===== config.mk =====
export PLATFORM = sky130hd
export DESIGN_NAME = lcd_spi_sink
export DESIGN_NICKNAME = d
export VERILOG_FILES = /design/src/rtl/lcd_spi_sink.sv
export SDC_FILE = /design/constraint.sdc
export NUM_CORES = 1
export LEC_CHECK = 0
export BUFFER_PORTS_ARGS = -buffer_cell sky130_fd_sc_hd__buf_2
export CAP_MARGIN = 25
export CELL_PAD_IN_SITES_DETAIL_PLACEMENT = 0
export CELL_PAD_IN_SITES_GLOBAL_PLACEMENT = 1
export CORE_MARGIN = 5
export CORE_UTILIZATION = 43
export CTS_CLUSTER_SIZE = 28
export DETAILED_ROUTE_END_ITERATION = 8
export PLACE_DENSITY = 0.88
export SYNTH_ARGS = -nofsm -noshare
export SYNTH_HDL_FRONTEND = slang
export SYNTH_SLANG_ARGS = --single-unit

===== constraint.sdc =====
create_clock -name clk -period 1.76 [get_ports clk]
set_clock_uncertainty 0.1 [all_clocks]
set_input_delay 0.264 -clock clk [delete_from_list [all_inputs] [get_ports clk]]
set_output_delay 0.264 -clock clk [all_outputs]
set_load 0.03 [all_outputs]

===== src/rtl/lcd_spi_sink.sv =====
// Receive-side decoder for the write-only LCD SPI bus.
// Tracks CASET/RASET/RAMWR and emits one strobe per RGB565 pixel.
module lcd_spi_sink #(
    parameter int LCD_W       = 132,
    parameter int LCD_H       = 162,
    parameter int SYNC_STAGES = 2
) (
    input  logic        clk,
    input  logic        rst_n,
    input  logic        lcd_clk_in,
    input  logic        lcd_data_in,
    input  logic        lcd_dc_in,
    input  logic        lcd_cs_n_in,
    input  logic        lcd_rst_n_in,
    output logic        cmd_valid,
    output logic [7:0]  cmd_byte,
    output logic        pix_valid,
    output logic [7:0]  pix_x,
    output logic [7:0]  pix_y,
    output logic [15:0] pix_data,
    output logic        frame_done
);

    localparam logic [7:0] XE_RST = 8'(LCD_W - 1);
    localparam logic [7:0] YE_RST = 8'(LCD_H - 1);

    typedef enum logic [1:0] {
        S_IDLE,
        S_CASET,
        S_RASET,
        S_RAMWR
    } state_t;

    logic [SYNC_STAGES-1:0] scl_sync;
    logic [SYNC_STAGES-1:0] sda_sync;
    logic [SYNC_STAGES-1:0] dc_sync;
    logic [SYNC_STAGES-1:0] cs_sync;
    logic [SYNC_STAGES-1:0] prst_sync;

    logic scl_s, sda_s, dc_s, cs_s, prst_s;
    logic scl_q, cs_q;
    logic take;

    logic [6:0] shreg;
    logic [2:0] bit_cnt;
    logic       byte_vld;
    logic [7:0] byte_q;
    logic       dc_q;

    state_t     state, state_nx;
    logic [1:0] pidx, pidx_nx;
    logic [7:0] xs, xs_nx, xe, xe_nx;
    logic [7:0] ys, ys_nx, ye, ye_nx;
    logic [7:0] cur_x, cur_x_nx;
    logic [7:0] cur_y, cur_y_nx;
    logic       half, half_nx;
    logic [7:0] hi, hi_nx;

    logic        cmd_valid_nx;
    logic [7:0]  cmd_byte_nx;
    logic        pix_valid_nx;
    logic [7:0]  pix_x_nx, pix_y_nx;
    logic [15:0] pix_data_nx;
    logic        frame_done_nx;

    always_ff @(posedge clk or negedge rst_n) begin
        if (!rst_n) begin
            scl_sync  <= '0;
            sda_sync  <= '0;
            dc_sync   <= '0;
            cs_sync   <= '1;
            prst_sync <= '0;
        end else begin
            scl_sync  <= {scl_sync[SYNC_STAGES-2:0], lcd_clk_in};
            sda_sync  <= {sda_sync[SYNC_STAGES-2:0], lcd_data_in};
            dc_sync   <= {dc_sync[SYNC_STAGES-2:0], lcd_dc_in};
            cs_sync   <= {cs_sync[SYNC_STAGES-2:0], lcd_cs_n_in};
            prst_sync <= {prst_sync[SYNC_STAGES-2:0], lcd_rst_n_in};
        end
    end

    assign scl_s  = scl_sync[SYNC_STAGES-1];
    assign sda_s  = sda_sync[SYNC_STAGES-1];
    assign dc_s   = dc_sync[SYNC_STAGES-1];
    assign cs_s   = cs_sync[SYNC_STAGES-1];
    assign prst_s = prst_sync[SYNC_STAGES-1];

    // CS is judged one cycle late so a CS rise racing bit 8 keeps the byte
    assign take = scl_s & ~scl_q & ~cs_q;

    always_ff @(posedge clk or negedge rst_n) begin
        if (!rst_n) begin
            scl_q    <= 1'b0;
            cs_q     <= 1'b1;
            shreg    <= '0;
            bit_cnt  <= '0;
            byte_vld <= 1'b0;
            byte_q   <= '0;
            dc_q     <= 1'b0;
        end else begin
            scl_q    <= scl_s;
            cs_q     <= cs_s;
            byte_vld <= 1'b0;
            if (!prst_s) begin
                bit_cnt <= '0;
            end else if (take) begin
                shreg <= {shreg[5:0], sda_s};
                if (bit_cnt == 3'd7) begin
                    byte_vld <= 1'b1;
                    byte_q   <= {shreg, sda_s};
                    dc_q     <= dc_s;
                    bit_cnt  <= '0;
                end else if (cs_s) begin
                    bit_cnt <= '0;
                end else begin
                    bit_cnt <= bit_cnt + 3'd1;
                end
            end else if (cs_s) begin
                bit_cnt <= '0;
            end
        end
    end

    always_comb begin
        state_nx      = state;
        pidx_nx       = pidx;
        xs_nx         = xs;
        xe_nx         = xe;
        ys_nx         = ys;
        ye_nx         = ye;
        cur_x_nx      = cur_x;
        cur_y_nx      = cur_y;
        half_nx       = half;
        hi_nx         = hi;
        cmd_valid_nx  = 1'b0;
        cmd_byte_nx   = cmd_byte;
        pix_valid_nx  = 1'b0;
        pix_x_nx      = pix_x;
        pix_y_nx      = pix_y;
        pix_data_nx   = pix_data;
        frame_done_nx = 1'b0;

        if (cs_s) half_nx = 1'b0;

        if (byte_vld && !dc_q) begin
            cmd_valid_nx = 1'b1;
            cmd_byte_nx  = byte_q;
            half_nx      = 1'b0;
            pidx_nx      = '0;
            unique case (1'b1)
                (byte_q == 8'h2A): state_nx = S_CASET;
                (byte_q == 8'h2B): state_nx = S_RASET;
                (byte_q == 8'h2C): begin
                    state_nx = S_RAMWR;
                    cur_x_nx = xs;
                    cur_y_nx = ys;
                end
                default: state_nx = S_IDLE;
            endcase
        end else if (byte_vld) begin
            unique case (state)
                S_IDLE: ;
                S_CASET, S_RASET: begin
                    pidx_nx = pidx + 2'd1;
                    if (pidx == 2'd1) begin
                        if (state == S_CASET) xs_nx = byte_q;
                        else                  ys_nx = byte_q;
                    end
                    if (pidx == 2'd3) begin
                        if (state == S_CASET) xe_nx = byte_q;
                        else                  ye_nx = byte_q;
                        state_nx = S_IDLE;
                    end
                end
                S_RAMWR: begin
                    if (!half) begin
                        hi_nx   = byte_q;
                        half_nx = 1'b1;
                    end else begin
                        half_nx       = 1'b0;
                        pix_valid_nx  = 1'b1;
                        pix_x_nx      = cur_x;
                        pix_y_nx      = cur_y;
                        pix_data_nx   = {hi, byte_q};
                        frame_done_nx = (cur_x == xe) && (cur_y == ye);
                        if (cur_x == xe) begin
                            cur_x_nx = xs;
                            cur_y_nx = (cur_y == ye) ? ys : cur_y + 8'd1;
                        end else begin
                            cur_x_nx = cur_x + 8'd1;
                        end
                    end
                end
            endcase
        end

        // Panel reset overrides everything and holds outputs at zero
        if (!prst_s) begin
            state_nx      = S_IDLE;
            pidx_nx       = '0;
            xs_nx         = '0;
            xe_nx         = XE_RST;
            ys_nx         = '0;
            ye_nx         = YE_RST;
            cur_x_nx      = '0;
            cur_y_nx      = '0;
            half_nx       = 1'b0;
            hi_nx         = '0;
            cmd_valid_nx  = 1'b0;
            cmd_byte_nx   = '0;
            pix_valid_nx  = 1'b0;
            pix_x_nx      = '0;
            pix_y_nx      = '0;
            pix_data_nx   = '0;
            frame_done_nx = 1'b0;
        end
    end

    always_ff @(posedge clk or negedge rst_n) begin
        if (!rst_n) begin
            state      <= S_IDLE;
            pidx       <= '0;
            xs         <= '0;
            xe         <= XE_RST;
            ys         <= '0;
            ye         <= YE_RST;
            cur_x      <= '0;
            cur_y      <= '0;
            half       <= 1'b0;
            hi         <= '0;
            cmd_valid  <= 1'b0;
            cmd_byte   <= '0;
            pix_valid  <= 1'b0;
            pix_x      <= '0;
            pix_y      <= '0;
            pix_data   <= '0;
            frame_done <= 1'b0;
        end else begin
            state      <= state_nx;
            pidx       <= pidx_nx;
            xs         <= xs_nx;
            xe         <= xe_nx;
            ys         <= ys_nx;
            ye         <= ye_nx;
            cur_x      <= cur_x_nx;
            cur_y      <= cur_y_nx;
            half       <= half_nx;
            hi         <= hi_nx;
            cmd_valid  <= cmd_valid_nx;
            cmd_byte   <= cmd_byte_nx;
            pix_valid  <= pix_valid_nx;
            pix_x      <= pix_x_nx;
            pix_y      <= pix_y_nx;
            pix_data   <= pix_data_nx;
            frame_done <= frame_done_nx;
        end
    end

endmodule

# Word level (Yosys, flattened, before mapping)
# Index checks and enable logic that the tools add are counted.
totals:
  word_cells: 178
  regBits: 136
  input_bits: 7
op_classes:
  reduce_logical: 16
  n_bitwise: 4
  mux: 95
  add_sub_neg: 4
  eq_ne: 30
ops:
  columns: ["cell", "count"]
  rows:
  - ["$mux W8", 54]
  - ["$mux W16", 5]
  - ["$reduce_and A5 Y1", 5]
  - ["$eq A8 B6 Y1 const B", 3]
  - ["$mux W1", 21]
  - ["$mux W2", 9]
  - ["$ne A3 B1 Y1 const B", 6]
  - ["$add A8 B1 Y8 const B", 2]
  - ["$eq A8 B8 Y1", 2]
  - ["$ne A2 B1 Y1 const B", 8]
  - ["$mux W3", 5]
  - ["$reduce_and A4 Y1", 3]
  - ["$eq A2 B2 Y1 const B", 3]
  - ["$ne A2 B2 Y1 const B", 3]
  - ["$ne A3 B2 Y1 const B", 2]
  - ["$pmux W2 S3", 1]
  - ["$reduce_and A3 Y1", 2]
  - ["$eq A2 B1 Y1 const B", 2]
  - ["$reduce_and A2 Y1", 2]
  - ["$add A3 B1 Y3 const B", 1]
  - ["$eq A3 B3 Y1 const B", 1]
  - ["$add A2 B1 Y2 const B", 1]
  - ["$and A1 B1 Y1", 2]
  - ["$logic_and A1 B1 Y1", 2]
  - ["other kinds (3)", 4]

# Longest topological paths before layout
depth:
  depth_word: 8
  ltp_mapped: 8
  depth_no_buf: 7

# Worst setup path before layout
# Ideal clock, no wire load.
synth_timing:
  path_kind: "register -> register"
  start: "register state[0]"
  end: "register xs[1]"
  setup_slack_ns: -0.098
  arrival_ns: 1.634
  n_path_buf: 0
  stages_incl_launch_ff: 5
  required_ns: 1.535
  path_cell_list: "dfrtp_1 -> ha_1 -> nand4b_1 -> o21ai_2 -> mux2_2"
synth_via:
  elab_chain_cells: 4
  elab_cells_between_ends: 6
  cone_classes: "eq/ne (4); reduce/logical (2)"
synth_rtl:
  columns: ["element", "line", "source"]
  rows:
  - ["from (decl)", "50", "state_t state, state_nx;"]
  - ["from (signal assigned)", "239", "state <= state_nx;"]
  - ["$eq A2 B1 Y1 or $eq A2 B2 Y1 (tied branches)", "161, 166", null]
  - ["$reduce_or A2 Y1", "161", "unique case (state)"]
  - ["$ne A2 B1 Y1 (no line)", null, null]
  - ["$reduce_and A5 Y1 (no line) *", null, null]
  - ["to (signal assigned)", "241", "xs <= xs_nx;"]
  - ["to (decl)", "52", "logic [7:0] xs, xs_nx, xe, xe_nx;"]
# Every way passes the cells marked *; elsewhere a longest branch is shown, timed or not.
# A chain may end at the register's enable or synchronous reset.

# Final worst setup path
layout_timing:
  start: "register dc_q"
  end: "register cur_y[3]"
layout_via:
  elab_chain_cells: 4
  elab_cells_between_ends: 10
  cone_classes: "eq/ne (5); mux (2); reduce/logical (3)"
layout_rtl:
  columns: ["element", "line", "source"]
  rows:
  - ["from (decl)", "48", "logic dc_q;"]
  - ["from (signal assigned)", "111", "dc_q <= dc_s;"]
  - ["$logic_not A1 Y1 *", "145", "if (byte_vld && !dc_q) begin"]
  - ["$logic_and A1 B1 Y1 *", "145", null]
  - ["$ne A3 B1 Y1 (no line) (tied with other cells)", null, null]
  - ["$reduce_and A5 Y1 (no line) or $mux W8 (tied branches)", null, null]
  - ["to (signal assigned)", "246", "cur_y <= cur_y_nx;"]
  - ["to (decl)", "55", "logic [7:0] cur_y, cur_y_nx;"]
# Marked as above.

==> key figures <==
Global routing
  – Vias in the first global route: approximately 4900
  – Grt ovf: 0
  – Total Routing Usage GR: between 10% and 20%
  – First-pass GRT wire length: between 20000 and 30000 um
  – Initial antenna violation count: 0
  – Maximum number of pins on one net before global-route repair: 51

Worst setup path
  – Worst path arrival time: 2.10 ns
  – Crit-path max FO: 8
  – Worst R2R Path Depth: 6
  – WP data required: ~2.0 ns
  – R2R Path End: cur_y[3]
  – Crit path to: cur_y[3]
  – RR Startpoint: dc_q
  – Setup crit start kind: flip-flop
  – Critical Path End Type: flip-flop
  – Critical path class: flip-flop to flip-flop
  – Worst Setup SP: dc_q
  – R2R setup slack: -0.15 ns

Logic synthesis
  – Syn. warnings: 0
  – Syn_area_per_cell: roughly 11 um2
  – Post-synth top flop: dfrtp_1
  – Share of async-settable or async-resettable flops after synthesis: between 90% and 100%
  – #FFs+latches synth: ~140
  – Post-Synthesis Net Count: 574
  – Mapped cell area: roughly 6100 um2
  – Post-synth cell types: 53
  – Register area share after synthesis: approximately 56%
  – Area share of the largest cell type after synthesis: 52.1%
  – Largest cells by area after synthesis: dfrtp_1 (52%), mux2_2 (7.0%), nand2_1 (6.5%), mux2i_1 (4.9%), a21oi_1 (4.0%)
  – Number of synthesized flops with an enable pin: 0
  – Mapped Cells: 559
  – Area leader, netlist: dfrtp_1

Floorplanning
  – Row cnt: 43
  – Die Width: ~130 um
  – Die height: 129 um
  – Ports: 50
  – Full die area: about 17000 um2
  – Initial cell density of the core: between 40% and 50%
  – Core outline area: between 10000 and 15000 um2

Placement
  – # port buffers: just under 50
  – Inst Count DP: approximately 840
  – DPL Wire Length: approximately 10000 um
  – Gpl congestion: 0.862
  – Place WS: -0.456 ns

Routing
  – DR WL/cell: roughly 18 um
  – DRC Markers: 0
  – Via count: between 4000 and 5000
  – Initial drt markers: between 300 and 400
  – Antenna Nets Post-Route: 0
  – Drt total wl: between 15000 and 20000 um
  – Post-DR vias/cell: between 5 and 6
  – Pre-Repair DR Iteration Count: 4

Pwr
  – Sequential power share: 45.7%
  – Combinational Power Share: 3.7%
  – Max VDD drop: between 0.0006 and 0.0007 V
  – Final Power: 7060 uW
  – Pwr dens: approximately 860 nW/um2
  – Clk pwr share: 50.6%
  – Sw Share: 21.6%
  – Switching power total: approximately 1500 uW
  – Pint: 5530 uW
  – Pleak: around 0.0039 uW

STA
  – RSZ-0062 raised after global routing: true
  – Final Hold Vio Count: 0
  – Worst-Margin Slew: 0.550 ns
  – Worst relative slew slack: between 60% and 70%
  – Period utilization: 109%
  – Setup TNS: -3.42 ns
  – Fin. max-slew vios: 0
  – Final setup viols: 36
  – Fmax: between 0.5 and 0.6 GHz
  – Final Critical Period: between 1.5 and 2 ns
  – Worst setup margin: -0.152 ns

Layout
  – Area Overhead vs Synth: 35.4%
  – Most frequent cells in the layout: dfrtp_1 (126), nand2_1 (101), buf_4 (77)
  – Layout cells sized above 1: 39.0%
  – Nets: 714
  – Fill cells: about 1100
  – Multi-input logic area: between 2000 and 3000 um2
  – Fin cells: 892
  – Final core utilization: slightly below 60%
  – Reg area: roughly 3400 um2
  – N_diodes: 0
  – Commonest non-fill, non-tap cell in the layout: dfrtp_1

Hold path
  – Hold Path Class: primary input to async pin

Clock tree
  – Clock Sinks: 136
  – CTS buffer count: 17
  – Longest Clk Path Bufs: 2
  – Clock slew at reported path FFs: about 0.06 ns
  – Clock Root Buffer: clkbuf_16
  – Clk Latency, worst-skew pair: about 0.42 ns
  – H-tree levels: 4
  – CTS tree: yes

Status
  – Status: finished with violations
  – Failing checks: negative setup slack

Flow run
  – Max Cap Viol: 0
==> layer usage <==
metal / up-vias / track usage [%] / wire length, um
li1: 2194 / - / -
met1: 2342 / 25.3 / 6670
met2: 136 / 32.6 / 7970
met3: 36 / 3.96 / 902
met4: 0 / 8.65 / 435
met5: - / 0 / 0
==> cells by family (layout without fill, tap and decap cells) <==
logic type      after synthesis  in the layout  synth area share [%]
simple gates                202            203                  16.9
flops                       136            136                  56.0
compound gates               86             86                  8.03
mux                          68             68                  11.9
buf+inv                      42            194                  3.06
xor+xnor                     17             17                  2.44
fa+ha+maj                     8              8                  1.64
==> synth_stat cells, drive strengths merged, types with 2 or more instances <==
cell       n
clkbuf    15
xor2       8
inv       15
nand3b     5
nand4      5
and2b      2
nand3      6
buf       12
dfrtp    127
nor3       9
and2      12
nor4       5
nand4b     2
nand2    110
a31oi      4
dfstp      9
o21ai     16
o31ai      2
a21oi     51
and3       4
nand2b     6
mux2      38
mux2i     30
o2bb2ai    2
ha         8
nor2      26
xnor2      9
o22ai      5
nor3b      3
nor2b      4
==> power by group through the flow <==
stage / combinational, uW / clock [uW] / sequential, uW
after floorplan: 103 / 0 / 3270
after global placement: 221 / 0 / 3280
after detailed placement: 230 / 0 / 3280
after CTS: 263 / 3640 / 3230
after global routing: 291 / 3780 / 3240
final: 260 / 3570 / 3230
==> worst min path at each step <==
stage	slack (ns)	cells past startpoint	from	to
final	0.20	2	rst_n	hi[1]
after global placement	0.1	1	rst_n	pix_data[4]
after floorplan	-0.13	0	rst_n	bit_cnt[0]
after global routing	0.24	2	rst_n	pix_data[10]
after CTS	0.19	2	rst_n	hi[1]
after detailed placement	0.10	1	rst_n	pix_data[4]
==> sequential cells by signal, summed over array words and instances, names as in the netlist, 3 cells and up <==
signal,count
cmd_byte,8
cur_x,8
byte_q,8
hi,8
pix_data,16
xe,8
xs,8
ye,8
cur_y,8
ys,8
bit_cnt,3
pix_y,8
shreg,7
pix_x,8
==> metrics by stage <==
step / hold WS [ns] / cell area, um2
global placement: 0.0966 / 7120
detailed placement: 0.105 / 7120
CTS: 0.192 / 8090
floorplan: -0.132 / 6140
finish: 0.197 / 8250
global route: 0.238 / 8250
==> layout make-up <==
| class | count | share of cell area, % |
|---|---|---|
| clock inverter | 10 | 1.42 |
| timing repair buffer | 147 | 13.8 |
| tap | 180 | 2.73 |
| clock buffer | 22 | 5.87 |
| multi-input combinational | 382 | 34.1 |
| sequential | 136 | 41.4 |
| inverter | 15 | 0.682 |
==> repair_timing <==
item / in CTS / in global routing
pin swaps: 21 / 17
endpoints found under the setup margin: 42 / 63
resized for setup: 55 / 24
buffers inserted: 8 / 6
hold buffers: 6 / 0
hold endpoints to repair: 45 / 0
cloned: 1 / 2
==> worst max-delay path, cell delays in order (launching register included) <==
cell      delay (ns)
dfrtp_2         0.44
nand2b_4        0.17
nor4_4          0.30
a21oi_4         0.17
o21a_4          0.30
a21oi_1         0.19
o22ai_2         0.12
Note: power is estimated with default switching activity, not from simulation.
